<file path="src/rtl/rdr_pkg.sv">
// Shared definitions for the burst RAM reader: FSM state encoding, default geometry and
// output-buffer depth.
package rdr_pkg;

    localparam int unsigned DefAddrW  = 13;
    localparam int unsigned DefStep   = 4;
    localparam int unsigned FifoDepth = 2;
    localparam int unsigned FifoCntW  = $clog2(FifoDepth + 1);

    typedef enum logic [1:0] {
        StIdle  = 2'd0,
        StRun   = 2'd1,
        StDrain = 2'd2
    } rdr_state_e;

endpackage

</file>
<file path="src/rtl/rdr_fifo.sv">
// Small output buffer for ram_reader: FifoDepth entries, push/pop with count and flags.
// The head word reads as zero while the buffer is empty.
module rdr_fifo
    import rdr_pkg::*;
#(
    parameter int unsigned Width = 32
) (
    input  logic                clk,
    input  logic                rst,
    input  logic                push_i,
    input  logic [Width-1:0]    wdata_i,
    input  logic                pop_i,
    output logic [Width-1:0]    rdata_o,
    output logic [FifoCntW-1:0] count_o,
    output logic                full_o,
    output logic                empty_o
);

    localparam int unsigned PtrW = $clog2(FifoDepth);

    logic [Width-1:0]    mem_q [FifoDepth];
    logic [PtrW-1:0]     wr_ptr_q, rd_ptr_q;
    logic [FifoCntW-1:0] count_q, count_d;
    logic                do_push, do_pop;

    assign empty_o = (count_q == '0);
    assign full_o  = (count_q == FifoCntW'(FifoDepth));
    assign do_pop  = pop_i & ~empty_o;
    assign do_push = push_i & (~full_o | do_pop);

    always_comb begin
        count_d = count_q;
        if (do_push && !do_pop) begin
            count_d = count_q + FifoCntW'(1);
        end else if (do_pop && !do_push) begin
            count_d = count_q - FifoCntW'(1);
        end
    end

    always_ff @(posedge clk or negedge rst) begin
        if (!rst) begin
            for (int i = 0; i < FifoDepth; i++) begin
                mem_q[i] <= '0;
            end
            wr_ptr_q <= '0;
            rd_ptr_q <= '0;
            count_q  <= '0;
        end else begin
            if (do_push) begin
                mem_q[wr_ptr_q] <= wdata_i;
                wr_ptr_q        <= wr_ptr_q + PtrW'(1);
            end
            if (do_pop) begin
                rd_ptr_q <= rd_ptr_q + PtrW'(1);
            end
            count_q <= count_d;
        end
    end

    assign rdata_o = empty_o ? '0 : mem_q[rd_ptr_q];
    assign count_o = count_q;

endmodule

</file>
<file path="src/rtl/ram_reader.sv">
// Burst reader: issues len sequential word reads from a 1-cycle-latency RAM and streams the
// data through a 2-entry buffer. Define RAM_READER_STALL_CNT_EN to add the stall_cnt_o port.
module ram_reader
    import rdr_pkg::*;
#(
    parameter int unsigned ADDR_W = DefAddrW,
    parameter int unsigned STEP   = DefStep,
    parameter int unsigned LEN_W  = 8
) (
    input  logic              clk,
    input  logic              rst,
    input  logic              start_i,
    input  logic [ADDR_W-1:0] base_addr_i,
    input  logic [LEN_W-1:0]  len_i,
    output logic              ren_o,
    output logic [ADDR_W-1:0] r_addr_o,
    input  logic [31:0]       rdata_i,
    output logic [31:0]       data_out_o,
    output logic              data_valid_o,
    input  logic              data_ready_i,
    output logic              busy_o,
    output logic              done_o
`ifdef RAM_READER_STALL_CNT_EN
    ,
    output logic [15:0]       stall_cnt_o
`endif
);

    localparam int unsigned CrW = FifoCntW + 1;

    rdr_state_e          state_q;
    logic [ADDR_W-1:0]   addr_q;
    logic [LEN_W-1:0]    remaining_q;
    logic                inflight_q;
    logic                zero_done_q;

    logic [FifoCntW-1:0] fifo_count;
    logic                fifo_full, fifo_empty;
    logic                pop, drain_done;
    logic [CrW-1:0]      credit_used;

    assign pop          = data_valid_o & data_ready_i;
    assign credit_used  = CrW'(fifo_count) + CrW'(inflight_q);
    // A same-cycle pop frees a slot before the new read's data lands, sustaining 1 word/cycle.
    assign ren_o        = (state_q == StRun) && (credit_used < CrW'(FifoDepth) + CrW'(pop));
    assign r_addr_o     = addr_q;
    assign data_valid_o = ~fifo_empty;
    assign busy_o       = (state_q != StIdle);
    assign drain_done   = (state_q == StDrain) && fifo_empty && !inflight_q;
    assign done_o       = drain_done | zero_done_q;

    always_ff @(posedge clk or negedge rst) begin
        if (!rst) begin
            state_q     <= StIdle;
            addr_q      <= '0;
            remaining_q <= '0;
            inflight_q  <= 1'b0;
            zero_done_q <= 1'b0;
        end else begin
            inflight_q  <= ren_o;
            zero_done_q <= 1'b0;
            unique case (state_q)
                StIdle: begin
                    if (start_i) begin
                        if (len_i != '0) begin
                            state_q     <= StRun;
                            addr_q      <= base_addr_i;
                            remaining_q <= len_i;
                        end else begin
                            zero_done_q <= 1'b1;
                        end
                    end
                end
                StRun: begin
                    if (ren_o) begin
                        addr_q      <= addr_q + ADDR_W'(STEP);
                        remaining_q <= remaining_q - LEN_W'(1);
                        if (remaining_q == LEN_W'(1)) begin
                            state_q <= StDrain;
                        end
                    end
                end
                StDrain: begin
                    if (drain_done) begin
                        state_q <= StIdle;
                    end
                end
                default: state_q <= StIdle;
            endcase
        end
    end

    rdr_fifo #(
        .Width (32)
    ) u_fifo (
        .clk     (clk),
        .rst     (rst),
        .push_i  (inflight_q),
        .wdata_i (rdata_i),
        .pop_i   (pop),
        .rdata_o (data_out_o),
        .count_o (fifo_count),
        .full_o  (fifo_full),
        .empty_o (fifo_empty)
    );

    // Credit accounting must never let returning data meet a full, non-draining buffer.
    a_no_overflow: assert property (@(posedge clk) disable iff (!rst)
        !(inflight_q && fifo_full && !pop));

`ifdef RAM_READER_STALL_CNT_EN
    logic [15:0] stall_cnt_q, stall_cnt_d;

    always_comb begin
        stall_cnt_d = stall_cnt_q;
        if (state_q == StIdle && start_i) begin
            stall_cnt_d = '0;
        end else if (data_valid_o && !data_ready_i && stall_cnt_q != 16'hFFFF) begin
            stall_cnt_d = stall_cnt_q + 16'd1;
        end
    end

    always_ff @(posedge clk or negedge rst) begin
        if (!rst) begin
            stall_cnt_q <= '0;
        end else begin
            stall_cnt_q <= stall_cnt_d;
        end
    end

    assign stall_cnt_o = stall_cnt_q;
`endif

endmodule
</file>
<file path="config.mk">
export PLATFORM = sky130hd
export DESIGN_NAME = ram_reader
export DESIGN_NICKNAME = d
export VERILOG_FILES = /design/src/rtl/rdr_pkg.sv /design/src/rtl/rdr_fifo.sv /design/src/rtl/ram_reader.sv
export SDC_FILE = /design/constraint.sdc
export NUM_CORES = 1
export LEC_CHECK = 0
export BUFFER_PORTS_ARGS = -buffer_cell sky130_fd_sc_hd__buf_2
export CORE_ASPECT_RATIO = 1.75
export CORE_UTILIZATION = 45
export CTS_CLUSTER_SIZE = 40
export DETAILED_ROUTE_END_ITERATION = 6
export PLACE_DENSITY = 0.69
export REMOVE_ABC_BUFFERS = 1
export SYNTH_ARGS = -nofsm -noshare
export SYNTH_HDL_FRONTEND = slang
export SYNTH_SLANG_ARGS = --single-unit
</file>
<file path="constraint.sdc">
create_clock -name clk -period 3 [get_ports clk]
set_clock_uncertainty 0.05 [all_clocks]
set_input_delay 0.6 -clock clk [delete_from_list [all_inputs] [get_ports clk]]
set_output_delay 0.6 -clock clk [all_outputs]
set_load 0.02 [all_outputs]
</file>
# [Word-level counts from Yosys, hierarchy flattened]
# Cells that the tools add are included.
[classes] reduce_logical=17 bitwise_logic=9 n_addsub=8 muxes=26 n_eq_ne=9 magnitude_cmp=4
[op_table] op="$mux 32" n=5
[op_table] op="$bwmux 64" n=1
[op_table] op="$mux 13" n=3
[op_table] op="$demux 32 s1" n=1
[op_table] op="$pmux 13 s2" n=1
[op_table] op="$mux 8" n=3
[op_table] op="$pmux 8 s2" n=1
[op_table] op="$mux 2" n=7
[op_table] op="$add 13x3->13 const B" n=1
[op_table] op="$eq 8x1->1 const B" n=1
[op_table] op="$ne 2x2->1 const B" n=4
[op_table] op="$reduce_bool 8->1" n=1
[op_table] op="$sub 8x1->8 const B" n=1
[op_table] op="$logic_and 1x1->1" n=6
[op_table] op="$pmux 2 s3" n=1
[op_table] op="$reduce_bool 2->1" n=3
[op_table] op="$reduce_and 5->1" n=1
[op_table] op="$eq 2x2->1 const B" n=2
[op_table] op="$ge 2x2->1 const B" n=2
[op_table] op="$logic_not 2->1" n=2
[op_table] op="$not 1->2" n=2
[op_table] op="$reduce_and 4->1" n=1
[op_table] op="$add 2x1->3" n=1
[op_table] op="$add 2x1->3 const A" n=1
[op_table] op="other kinds (12)" n=21
[totals] ff_bits=93

# [Depth between registers and ports, before layout]
# Gate-level depths: netlist (run 1).
[depth] word_depth=10 depth_mapped=7

# [Modules after synthesis]
# A second synthesis (run 1) with hierarchy kept.
[hier_totals] cells_unflattened=393 area_unflattened_um2=4757.1
[by_module_without_submodules] module="rdr_fifo" instances=1 cells_each=224 seq_area_each_um2=1701.6 area_each_um2=3203.1
[by_module_without_submodules] module="ram_reader" instances=1 cells_each=169 seq_area_each_um2=625.6 area_each_um2=1554.0

# [Worst setup path before layout (run 1)]
# No wires, ideal clock.
[synth_timing] kind="register to output" startpoint="register u_fifo.count_q[0], in the netlist u_fifo.count_o[0]" endpoint="output port ren_o" arrival_time_ns=1.399 stages_incl_launch_ff=6 path_slack_ns=0.951 cell_sequence="dfrtp_1 ha_1 ha_1 o21ai_4 nand2b_1 nor2_1"
[synth_via] elab_chain_len=6
[synth_rtl] element="start: declaration" line="rdr_fifo.sv:23" source="logic [FifoCntW-1:0] count_q, count_d;"
[synth_rtl] element="start signal: assignment" line="rdr_fifo.sv:56" source="count_q <= count_d;"
[synth_rtl] element="$logic_not 2->1" line="rdr_fifo.sv:26" source="assign empty_o = (count_q == '0);"
[synth_rtl] element="$not 1->1" line="ram_reader.sv:47" source="assign data_valid_o = ~fifo_empty;"
[synth_rtl] element="$and 1x1->1" line="ram_reader.sv:42" source="assign pop = data_valid_o & data_ready_i;"
[synth_rtl] element="$add 2x1->3" line="ram_reader.sv:45" source="assign ren_o = (state_q == StRun) && (credit_used < CrW'(FifoDepth) + CrW'(pop));"
[synth_rtl] element="$lt 3x3->1 (*)" line="ram_reader.sv:45"
[synth_rtl] element="$logic_and 1x1->1 (*)" line="ram_reader.sv:45"
[synth_rtl] element="end: declaration" line="ram_reader.sv:15" source="output logic ren_o,"
# Mark *: on every way between the ends. The rest lies on a longest branch, timed or not.

# [Final worst setup path (run 1)]
# Same ends and word-level chain as after synthesis.

==> Flow_metrics.wiki, run 1 <==
{| class="wikitable"
! Metric !! Value
|-
| Number of buffers created by CTS || 9
|-
| Total wire length after detailed routing || 9574 um
|-
| Number of levels in the clock H-tree || 3
|-
| List of most frequent post-synthesis cells || 93 x dfrtp_1, 60 x mux2_2, 48 x nor2_1
|-
| Clock Latency Late Sink || 0.33 ns
|-
| Wire length of the first global-routing pass || 16330 um
|-
| Share of post-route cells with drive strength above 1 || 0.4012
|-
| Avg Cell Area, Syn || 11.51 sq um
|-
| Share of the synthesized area in the top cell type || 0.5196
|-
| Final Total Pwr || 7125 uW
|-
| Most common cell in the synthesized netlist || dfrtp_1
|-
| DRC || 0
|-
| Synth area leader || dfrtp_1
|-
| Peak ir drop on the vdd network || 0.0007962 V
|-
| Congestion Overflow GR || 0
|-
| Path type of the worst setup path || reg -> out
|-
| DIE HEIGHT || 134.0 um
|-
| Via density per instance || 5.417
|-
| Number of top-level design ports || 106
|-
| Core Area || 9585 sq um
|-
| FP Rows || 47
|-
| Post-synthesis instance total || 389
|-
| Proportion of synthesized chip area in sequential cells || 0.5196
|-
| Combined area of all synthesized cells || 4479 sq um
|-
| Vias in the first global route || 3488
|-
| Data arrival time of the critical path || 1.84 ns
|-
| Final TNS setup || 0 ns
|-
| Netlist cell types || 41
|-
| Number of cells upsized or downsized after cts || 0
|-
| Flops & latches, synth || 93
|-
| Routed wire per std cell || 15.49 um
|-
| MaxCap Viol Count || 0
|-
| Number of DRC violations after detailed-routing iteration 0 || 133
|-
| GPL Wtd Cong || 0.8070
|-
| Final hold viol count || 0
|-
| Data required time of the critical path || 2.35 ns
|-
| Post-cts hold buffer count || 0
|-
| Area delta synth->final || 21.03%
|-
| Number of slew-limit violations in the final report || 0
|-
| Capturing element type of the critical path || output pin
|-
| Most frequently used flop master after synthesis || dfrtp_1
|-
| Highest fanout seen on the critical path || 6
|-
| Endpoints failing setup || 0
|-
| Pre-CTS WS || 0.6820 ns
|-
| Post-route ant nets || 0
|-
| Max Freq || 402.0 MHz
|-
| Clock transition at path regs || 0.07 ns
|-
| Class of the tightest hold or removal check || in -> async
|-
| Tmin final || 2.488 ns
|-
| Initial core utilization || 0.4673
|-
| Clock tree sinks || 93
|-
| Synth Warn # || 0
|-
| Maximum number of pins on one net before global-route repair || 46
|-
| Total track usage || 0.2012
|-
| Final worst-path cycle share || 0.8292
|-
| CTS root buffer || clkbuf_16
|-
| Inserted Diodes || 0
|-
| Cell leakage power || 0.002562 uW
|-
| DRT Pass-1 Iters || 6
|-
| Die Outline Area || 10370 sq um
|-
| Via count || 3348
|-
| Half-perimeter wire length after detailed placement || 6897 um
|-
| Number of enable-type register cells in the synthesized netlist || 0
|-
| CTS tree || yes
|-
| Cell Pwr Density || 1314 nW/um^2
|-
| Worst max-slew margin expressed relative to the limit || 0.5868
|-
| Maximum buffer depth of the clock tree || 2
|-
| Top post-synthesis cells by area || dfrtp_1 52%, mux2_2 15%, mux2i_1 7.6%, nor2_1 4.0%, a21oi_1 2.3%
|-
| Post-CTS Setup Inserts || 0
|-
| Nets || 554
|-
| Initial antenna violation count || 0
|-
| FF-to-FF setup slack || 0.90 ns
|-
| Count of buffers from port buffering || 105
|-
| Chip Width || 77.42 um
|-
| Setup repair after global routing missed its margin || false
|-
| Startpoint kind of the worst setup timing path || register
|-
| Outcome || completed
|-
| Share of async-settable or async-resettable flops after synthesis || 1.000
|-
| Worst Max-Slew Pin Slew || 0.6198 ns
|-
| Slack of the critical path || 0.5125 ns
|}
==> area by class of cell <==
cell class | count | area [sq um]
clock buffer | 10 | 229.0
clock inverter | 6 | 47.55
fill | 834 | 4164
inverter | 5 | 18.77
multi-input combinational | 269 | 2032
sequential | 93 | 2328
tap | 122 | 152.6
timing repair buffer | 113 | 613.1
==> report_power, final <==
part / switching, uW / total [uW] / internal (uW)
logic: 2140 / 3740 / 1600
registers: 431 / 2340 / 1910
clock network: 476 / 1050 / 569
total: 3050 / 7120 / 4080
==> critical path, stage by stage (launching register included) <==
cell	delay, ns
dfrtp_1	0.46
ha_1	0.22
ha_1	0.30
o21ai_4	0.09
nand2b_1	0.11
nor2_1	0.13
buf_2	0.18
==> through the flow <==
stage	instances	instance area, sq um	hold slack (ns)	utilization
4_1_cts	618	5421	0.2392	0.5656
2_1_floorplan	367	4368	0.2544	-
3_3_place_gp	602	5145	0.4159	0.5367
5_1_grt	618	5421	0.2628	0.5656
6_report	618	5421	0.2301	0.5656
3_5_place_dp	602	5145	0.4248	0.5367
==> path summary, 6_finish.rpt <==
check	start	end	depth (start not counted)
setup / recovery	u_fifo.count_o[0]	ren_o	6
hold / removal	rst	u_fifo.mem_q[12]	1
setup reg to reg	u_fifo.count_o[0]	state_q[0]	6
hold reg to reg	u_fifo.mem_q[62]	u_fifo.mem_q[62]	1
max in group asynchronous	rst	u_fifo.mem_q[38]	2
min in group clk	u_fifo.mem_q[62]	u_fifo.mem_q[62]	1
==> logic make-up after synthesis <==
logic type,Yosys count,share of synthesized area
and+or+nand+nor,93,0.09386
DFF,93,0.5196
muxes,100,0.2419
adders and majority gates,6,0.01676
AOI/OAI and AO/OA,65,0.08911
xor gates and xnor gates,5,0.009778
buffers and inverters,27,0.02905
==> cell usage in the layout (no fill, tap or decap), types with 9 or more instances in the layout <==
master	netlist	routed
o21ai_0	19	19
mux2_2	60	60
a21oi_1	21	21
buf_2	8	104
clkbuf_16	0	9
mux2i_1	34	34
nor2_1	48	47
dfrtp_1	93	92
nand2_1	15	15
==> layer usage <==
layer / vias up / routed length (um) / share of wire / global-route usage
met3: 9 / 357 / 0.037 / 0.04014
met5: - / 0 / 0 / 0
met1: 1650 / 3919 / 0.41 / 0.2248
li1: 1587 / - / - / -
met4: 0 / 97 / 0.010 / 0.07338
met2: 102 / 5201 / 0.54 / 0.3712
==> registers in the layout, indices dropped and copies added (netlist names) <==
| name | cells |
|---|---|
| state_q | 2 |
| u_fifo.wr_ptr_q | 1 |
| u_fifo.rd_ptr_q | 1 |
| remaining_q | 8 |
| zero_done_q | 1 |
| r_addr_o | 13 |
| u_fifo.mem_q | 64 |
| u_fifo.count_o | 2 |
| inflight_q | 1 |
(Power assumes the default switching activity.)
==> run 2, diff against run 1 <==
ABC_AREA = 1   (was default)
PLACE_DENSITY = 0.71   (was 0.69)
clock period = 2.2 ns   (was 3 ns; I/O delays follow)
==> Flow_metrics.wiki, run 2 <==
{| class="wikitable"
! Metric !! Value
|-
| Outcome || completed
|-
| Total track usage || 0.2152 (+0.01402)
|-
| Combined area of all synthesized cells || 4820 sq um (+7.6%)
|-
| Max Freq || 476.4 MHz
|-
| Endpoints failing setup || 0 (unchanged)
|-
| Final std cells w/o fill || 865 (+40%)
|-
| Global-route met1 utilization || 0.2365 (+0.01166)
|-
| Nets || 796 (+44%)
|-
| Post-Place Cell Area || 5475 sq um (+6.4%)
|-
| Global-route met3 utilization || 0.04408 (+0.003943)
|-
| Via density per instance || 5.103 (-5.8%)
|-
| Chip Width || 80.23 um (+3.6%)
|-
| Initial antenna violation count || 0 (unchanged)
|-
| Number of enable-type register cells in the synthesized netlist || 0 (unchanged)
|-
| Most common cell in the synthesized netlist || nand2_1
|-
| Switching power of the nets || 4243 uW (+39%)
|-
| Final worst hold slack || 0.007321 ns (-0.2228 ns)
|-
| Post-route ant nets || 0 (unchanged)
|-
| Clock transition at path regs || 0.07 ns (about the same)
|-
| Worst Max-Slew Pin Slew || 0.4944 ns (-0.1254 ns)
|-
| DIE HEIGHT || 138.9 um (+3.7%)
|-
| Compound-gate portion of the synthesized area || 0.1368 (+0.04771)
|-
| Number of slew-limit violations in the final report || 0 (unchanged)
|-
| Multiplexer share of the synthesized area || 0 (-0.2419)
|-
| Cell leakage power || 0.003213 uW (+25%)
|-
| Inserted Diodes || 0 (unchanged)
|-
| Maximum number of pins on one net before global-route repair || 65 (+41%)
|-
| Via count || 4414 (+32%)
|-
| Simple-gate share of the synthesized area || 0.2731 (+0.1793)
|-
| Clock Latency Late Sink || 0.34 ns (about the same)
|-
| Main combinational cell family by area after synthesis || simple AND/OR/NAND/NOR gates
|-
| Synth area leader || dfrtp_1
|-
| List of most frequent post-synthesis cells || 264 x nand2_1, 93 x dfrtp_1, 59 x inv_1
|-
| Reg with most FFs || u_fifo.mem_q
|-
| CTS root buffer || clkbuf_16
|-
| Netlist cell types || 28 (-32%)
|-
| Area delta synth->final || 21.70%
|-
| Synth Warn # || 0 (unchanged)
|-
| Congestion Overflow GR || 0 (unchanged)
|-
| Startpoint kind of the worst setup timing path || register
|-
| Worst max-slew margin expressed relative to the limit || 0.6704 (+0.08362)
|-
| CTS tree || yes
|-
| Most frequently used flop master after synthesis || dfrtp_1
|-
| Final hold viol count || 0 (unchanged)
|-
| Setup repair after global routing missed its margin || false
|-
| Post-Synth Adder-Cell Area || 0.01558 (-0.001183)
|-
| MaxCap Viol Count || 0 (unchanged)
|-
| Most common cell after layout, fill and taps aside || nand2_1
|-
| GPL Wtd Cong || 0.7040 (-13%)
|-
| XOR/XNOR share of the synthesized area || 0.009086 (-0.0006903)
|-
| Total instance count after detailed placement || 846 (+41%)
|-
| Capturing element type of the critical path || output pin
|-
| Number of levels in the clock H-tree || 3 (unchanged)
|-
| Path type of the worst setup path || reg -> out
|-
| Clock power share || 0.180 (+0.033)
|-
| Half-perimeter wire length after detailed placement || 7550 um (+9.5%)
|-
| Tmin final || 2.099 ns
|-
| Fraction of power spent switching nets || 0.4478 (+0.01981)
|-
| Peak ir drop on the vdd network || 0.0008721 V (+9.5%)
|-
| Relative contribution of sequential cells to total power || 0.324 (-0.004)
|-
| Number of top-level design ports || 106 (unchanged)
|-
| Wire length of the first global-routing pass || 18800 um (+15%)
|-
| Global-route track usage on met2 || 0.3999 (+0.02872)
|-
| Final worst-path cycle share || 0.9541
|-
| Share of the synthesized area in the top cell type || 0.4829 (-0.03669)
|-
| Core Area || 10360 sq um (+8.1%)
|-
| DRT Pass-1 Iters || 4 (-2)
|-
| FP Rows || 49 (+4.3%)
|-
| Number of inserted filler cells in the final layout || 992 (+19%)
|-
| Post-synthesis instance total || 633 (+63%)
|-
| Initial core utilization || 0.4652 (-0.002141)
|-
| Cell Pwr Density || 1615 nW/um^2 (+23%)
|-
| Proportion of synthesized chip area in sequential cells || 0.4829 (-0.03669)
|-
| Highest fanout seen on the critical path || 3 (-3)
|-
| Final instance area || 5866 sq um (+8.2%)
|-
| Routed wire per std cell || 13.02 um (-16%)
|-
| Leading cell types in the layout, fill and taps excluded || 264 x nand2_1, 102 x buf_2, 93 x dfrtp_1, 57 x inv_1, 44 x o21ai_0
|-
| Number of DRC violations after detailed-routing iteration 0 || 246 (+85%)
|-
| Total wire length after detailed routing || 11260 um (+18%)
|-
| Avg Cell Area, Syn || 7.614 sq um (-34%)
|-
| Class of the tightest hold or removal check || in -> async
|-
| Die Outline Area || 11140 sq um (+7.4%)
|-
| Data arrival time of the critical path || 1.61 ns (-0.23 ns)
|-
| Top post-synthesis cells by area || dfrtp_1 48%, nand2_1 21%, inv_1 4.6%, o21ai_0 4.6%, o21ai_2 4.2%
|-
| Data required time of the critical path || 1.71 ns (-0.64 ns)
|-
| Vias in the first global route || 4184 (+20%)
|-
| Clock tree sinks || 93 (unchanged)
|-
| Combinational share of power || 0.496 (-0.029)
|-
| DRC || 0 (unchanged)
|-
| Number of buffers created by CTS || 9 (unchanged)
|-
| Count of buffers from port buffering || 105 (unchanged)
|-
| Share of async-settable or async-resettable flops after synthesis || 1.000 (unchanged)
|-
| Share of post-route cells with drive strength above 1 || 0.2331 (-0.1681)
|-
| Flip-flop count of the largest register, all copies and words added || 64 (unchanged)
|-
| Final TNS setup || 0 ns (unchanged)
|-
| Highest-utilization routing layer at the global route stage || met2
|-
| Flops & latches, synth || 93 (unchanged)
|-
| Internal power || 5232 uW (+28%)
|-
| Maximum buffer depth of the clock tree || 2 (unchanged)
|}
-- run 2: layer usage --
layer,wire length [um],up-vias
li1,-,2179
met1,4580,2106
met2,5945,116
met3,574,13
met4,160,0
met5,0,-
-- run 2: timing repair --
item | CTS | global route
hold buffers | 0 | 0
gates resized for setup | 3 | 3
setup endpoints to repair | 2 | 8
pin swaps | 0 | 0
buffers inserted | 0 | 2
gates cloned | 1 | 0
-- run 2: area by class of cell --
class	count	area, sq um	area share
Sequential cell	93	2327	0.3968
Multi-Input combinational cell	450	2097	0.3575
Timing Repair Buffer	118	721.9	0.1231
Clock buffer	10	239.0	0.04074
Inverter	61	229.0	0.03904
Tap cell	127	158.9	0.02709
Clock inverter	6	92.59	0.01578
-- run 2: cell families (layout without fill, tap and decap cells) --
family	after synthesis	count (layout)
simple gates	326	326
xor+xnor	5	5
flops	93	93
buf+inv	90	195
compound gates	113	113
fa+ha+maj	6	6
-- run 2: worst max-delay path: stages, from the launching register on --
cell     delay [ns]
dfrtp_1        0.42
ha_1           0.20
ha_1           0.27
nand2_1        0.06
nand2_1        0.07
nor2_2         0.11
buf_4          0.15
-- run 2: worst paths after layout --
kind	start	to	slack [ns]	cells past startpoint
max reg2reg	u_fifo.count_o[0]	r_addr_o[2]	0.30	9
min in group clk	base_addr_i[0]	r_addr_o[0]	0.28	3
min	rst	u_fifo.mem_q[61]	0.007	1
max in group asynchronous	rst	zero_done_q	1.51	2
min reg2reg	r_addr_o[0]	r_addr_o[0]	0.42	2
max	u_fifo.count_o[0]	ren_o	0.10	6
-- run 2: per-stage QoR --
step / utilization / setup slack, ns / power, uW
final: 0.5661 / 0.1009 / 9475
after global routing: 0.5661 / 0.004303 / 10260
after CTS: 0.5641 / 0.02440 / 9525
after detailed placement: 0.5284 / 0.2841 / 7691
after global placement: 0.5284 / 0.3761 / 7501
after floorplan: - / -0.4136 / 6134
-- run 2: power groups by stage --
stage	sequential (uW)	clock, uW	combinational (uW)
after floorplan	3140	0	2990
final	3070	1700	4700
after CTS	3060	1740	4720
after detailed placement	3080	0	4610
after global placement	3050	0	4460
after global routing	3160	1830	5270
==> run 3, diff against run 2 <==
PLACE_DENSITY = 0.68   (was 0.71)
clock period = 2.7 ns   (was 2.2 ns; I/O delays follow)
==> Flow_metrics.wiki, run 3 (synthesis results as in run 2) <==
{| class="wikitable"
! Metric !! Value
|-
| Worst Max-Slew Pin Slew || 0.8079 ns (+0.3135 ns)
|-
| Total wire length after detailed routing || 11320 um (+0.55%)
|-
| Vias in the first global route || 4212 (+0.67%)
|-
| Flip-flop count of the largest register, all copies and words added || 64 (unchanged)
|-
| Worst flop-to-flop path startpoint || inflight_q
|-
| Highest-delay cell along the critical path || dfrtp_1
|-
| Initial core utilization || 0.4652 (unchanged)
|-
| CTS root buffer || clkbuf_16
|-
| Number of slew-limit violations in the final report || 0 (unchanged)
|-
| Core Area || 10360 sq um (unchanged)
|-
| Outcome || completed
|-
| Chip Width || 80.23 um (unchanged)
|-
| Final worst hold slack || 0.2512 ns (+0.2439 ns)
|-
| DRC || 0 (unchanged)
|-
| Slack of the critical path || 0.2987 ns (+0.1979 ns)
|-
| Number of DRC violations after detailed-routing iteration 0 || 226 (-8.1%)
|-
| Area delta synth->final || 18.38%
|-
| Count of buffers from port buffering || 105 (unchanged)
|-
| Final std cells w/o fill || 862 (-0.35%)
|-
| Critical Path Max Stage Delay || 0.41 ns (about the same)
|-
| Critical path, cell by cell || inv_1 > nand2_4 > inv_1 > buf_4 > a21oi_1 > buf_2
|-
| Final hold viol count || 0 (unchanged)
|-
| Highest fanout seen on the critical path || 17 (+14)
|-
| Die Outline Area || 11140 sq um (unchanged)
|-
| Clock tree sinks || 93 (unchanged)
|-
| Via count || 4242 (-3.9%)
|-
| CTS tree || yes
|-
| DIE HEIGHT || 138.9 um (unchanged)
|-
| Maximum number of pins on one net before global-route repair || 65 (unchanged)
|-
| Half-perimeter wire length after detailed placement || 7856 um (+4.0%)
|-
| Peak ir drop on the vdd network || 0.0005381 V (-38%)
|-
| Setup repair after global routing missed its margin || false
|-
| Tmin final || 2.401 ns
|-
| Worst max-slew margin expressed relative to the limit || 0.4614 (-0.2090)
|-
| Initial antenna violation count || 1 (+1)
|-
| Number of top-level design ports || 106 (unchanged)
|-
| Wire length of the first global-routing pass || 19040 um (+1.3%)
|-
| Capturing element type of the critical path || output pin
|-
| Maximum buffer depth of the clock tree || 2 (unchanged)
|-
| Startpoint kind of the worst setup timing path || register
|-
| Class of the tightest hold or removal check || in -> async
|-
| Data arrival time of the critical path || 1.81 ns (+0.20 ns)
|-
| Final worst-path cycle share || 0.8894
|-
| Number of levels in the clock H-tree || 3 (unchanged)
|-
| Cell count of the worst reg-to-reg path || 9 (unchanged)
|-
| Via density per instance || 4.921 (-3.6%)
|-
| Number of cells upsized or downsized after cts || 0 (-3)
|-
| Post-CTS Setup Inserts || 0 (unchanged)
|-
| Leading cell types in the layout, fill and taps excluded || 264 x nand2_1, 104 x buf_2, 93 x dfrtp_1, 59 x inv_1, 44 x o21ai_0
|-
| Final TNS setup || 0 ns (unchanged)
|-
| Total instance count after detailed placement || 846 (unchanged)
|-
| Post-route ant nets || 0 (unchanged)
|-
| Post-cts hold buffer count || 0 (unchanged)
|-
| Cell leakage power || 0.003138 uW (-2.3%)
|-
| Post-Place Cell Area || 5438 sq um (-0.69%)
|-
| GPL Wtd Cong || 0.7706 (+9.5%)
|-
| MaxCap Viol Count || 0 (unchanged)
|-
| Library cell appearing most often on the critical path || inv_1
|-
| Clock transition at path regs || 0.07 ns (about the same)
|-
| Endpoints failing setup || 0 (unchanged)
|-
| Total track usage || 0.2179 (+0.002680)
|-
| Nets || 793 (-0.38%)
|-
| Clock Latency Late Sink || 0.34 ns (about the same)
|-
| Number of buffers created by CTS || 9 (unchanged)
|-
| Pre-CTS WS || 0.6479 ns (+0.3638 ns)
|-
| Final instance area || 5705 sq um (-2.7%)
|-
| FF-to-FF setup slack || 0.78 ns (+0.48 ns)
|-
| Max Freq || 416.4 MHz
|-
| Cell Pwr Density || 1284 nW/um^2 (-21%)
|-
| Most common cell after layout, fill and taps aside || nand2_1
|-
| Share of post-route cells with drive strength above 1 || 0.2234 (-0.009629)
|-
| Data required time of the critical path || 2.11 ns (+0.40 ns)
|-
| DRT Pass-1 Iters || 5 (+1)
|-
| Capture point of the worst reg-to-reg path || remaining_q[3]
|-
| FP Rows || 49 (unchanged)
|-
| Routed wire per std cell || 13.14 um (+0.90%)
|-
| Congestion Overflow GR || 0 (unchanged)
|-
| Reg with most FFs || u_fifo.mem_q
|-
| Path type of the worst setup path || reg -> out
|}
-- run 3: layout make-up --
class	instances	area, sq um
timing repair buffer	115	628.1
antenna	1	2.502
sequential	93	2327
tap	127	158.9
clock inverter	5	36.28
clock buffer	10	229.0
multi-input combinational	450	2095
fill	1017	4656
inverter	61	229.0
-- run 3: metrics by stage --
| step | utilization | total power [uW] |
|---|---|---|
| global placement | 0.5248 | 6101 |
| finish | 0.5507 | 7325 |
| floorplan | - | 4998 |
| detailed placement | 0.5248 | 6229 |
| global route | 0.5507 | 7964 |
| CTS | 0.5504 | 7417 |
-- run 3: worst max-delay path by stage --
| stage | start | endpoint | slack [ns] | depth (start not counted) |
|---|---|---|---|---|
| after floorplan | u_fifo.count_o[1] | u_fifo.mem_q[32] | 0.09 | 8 |
| after global placement | u_fifo.count_o[1] | data_out_o[14] | 0.67 | 6 |
| after detailed placement | u_fifo.count_o[1] | data_out_o[14] | 0.65 | 6 |
| after CTS | u_fifo.count_o[1] | data_out_o[14] | 0.29 | 6 |
| after global routing | u_fifo.count_o[1] | data_out_o[28] | 0.21 | 6 |
| final | u_fifo.count_o[1] | data_out_o[14] | 0.30 | 6 |
-- run 3: report_power, final --
| part | total (uW) | internal [uW] | switching, uW |
|---|---|---|---|
| Combinational | 3670 | 1260 | 2420 |
| Clock | 1150 | 621 | 527 |
| Sequential | 2500 | 2040 | 462 |
-- run 3: metal layers --
layer	vias up	GRT usage	wire length (um)
li1	2166	-	-
met2	103	0.3986	5978
met4	0	0.07425	194
met1	1960	0.2503	4687
met3	13	0.03487	462
met5	-	0	0
-- run 3: critical path: cells and delay by family (launching register included) --
family	cells	cell delay [ns]
flops	1	0.41
simple gates	1	0.09
compound gates	1	0.09
buf+inv	4	0.88
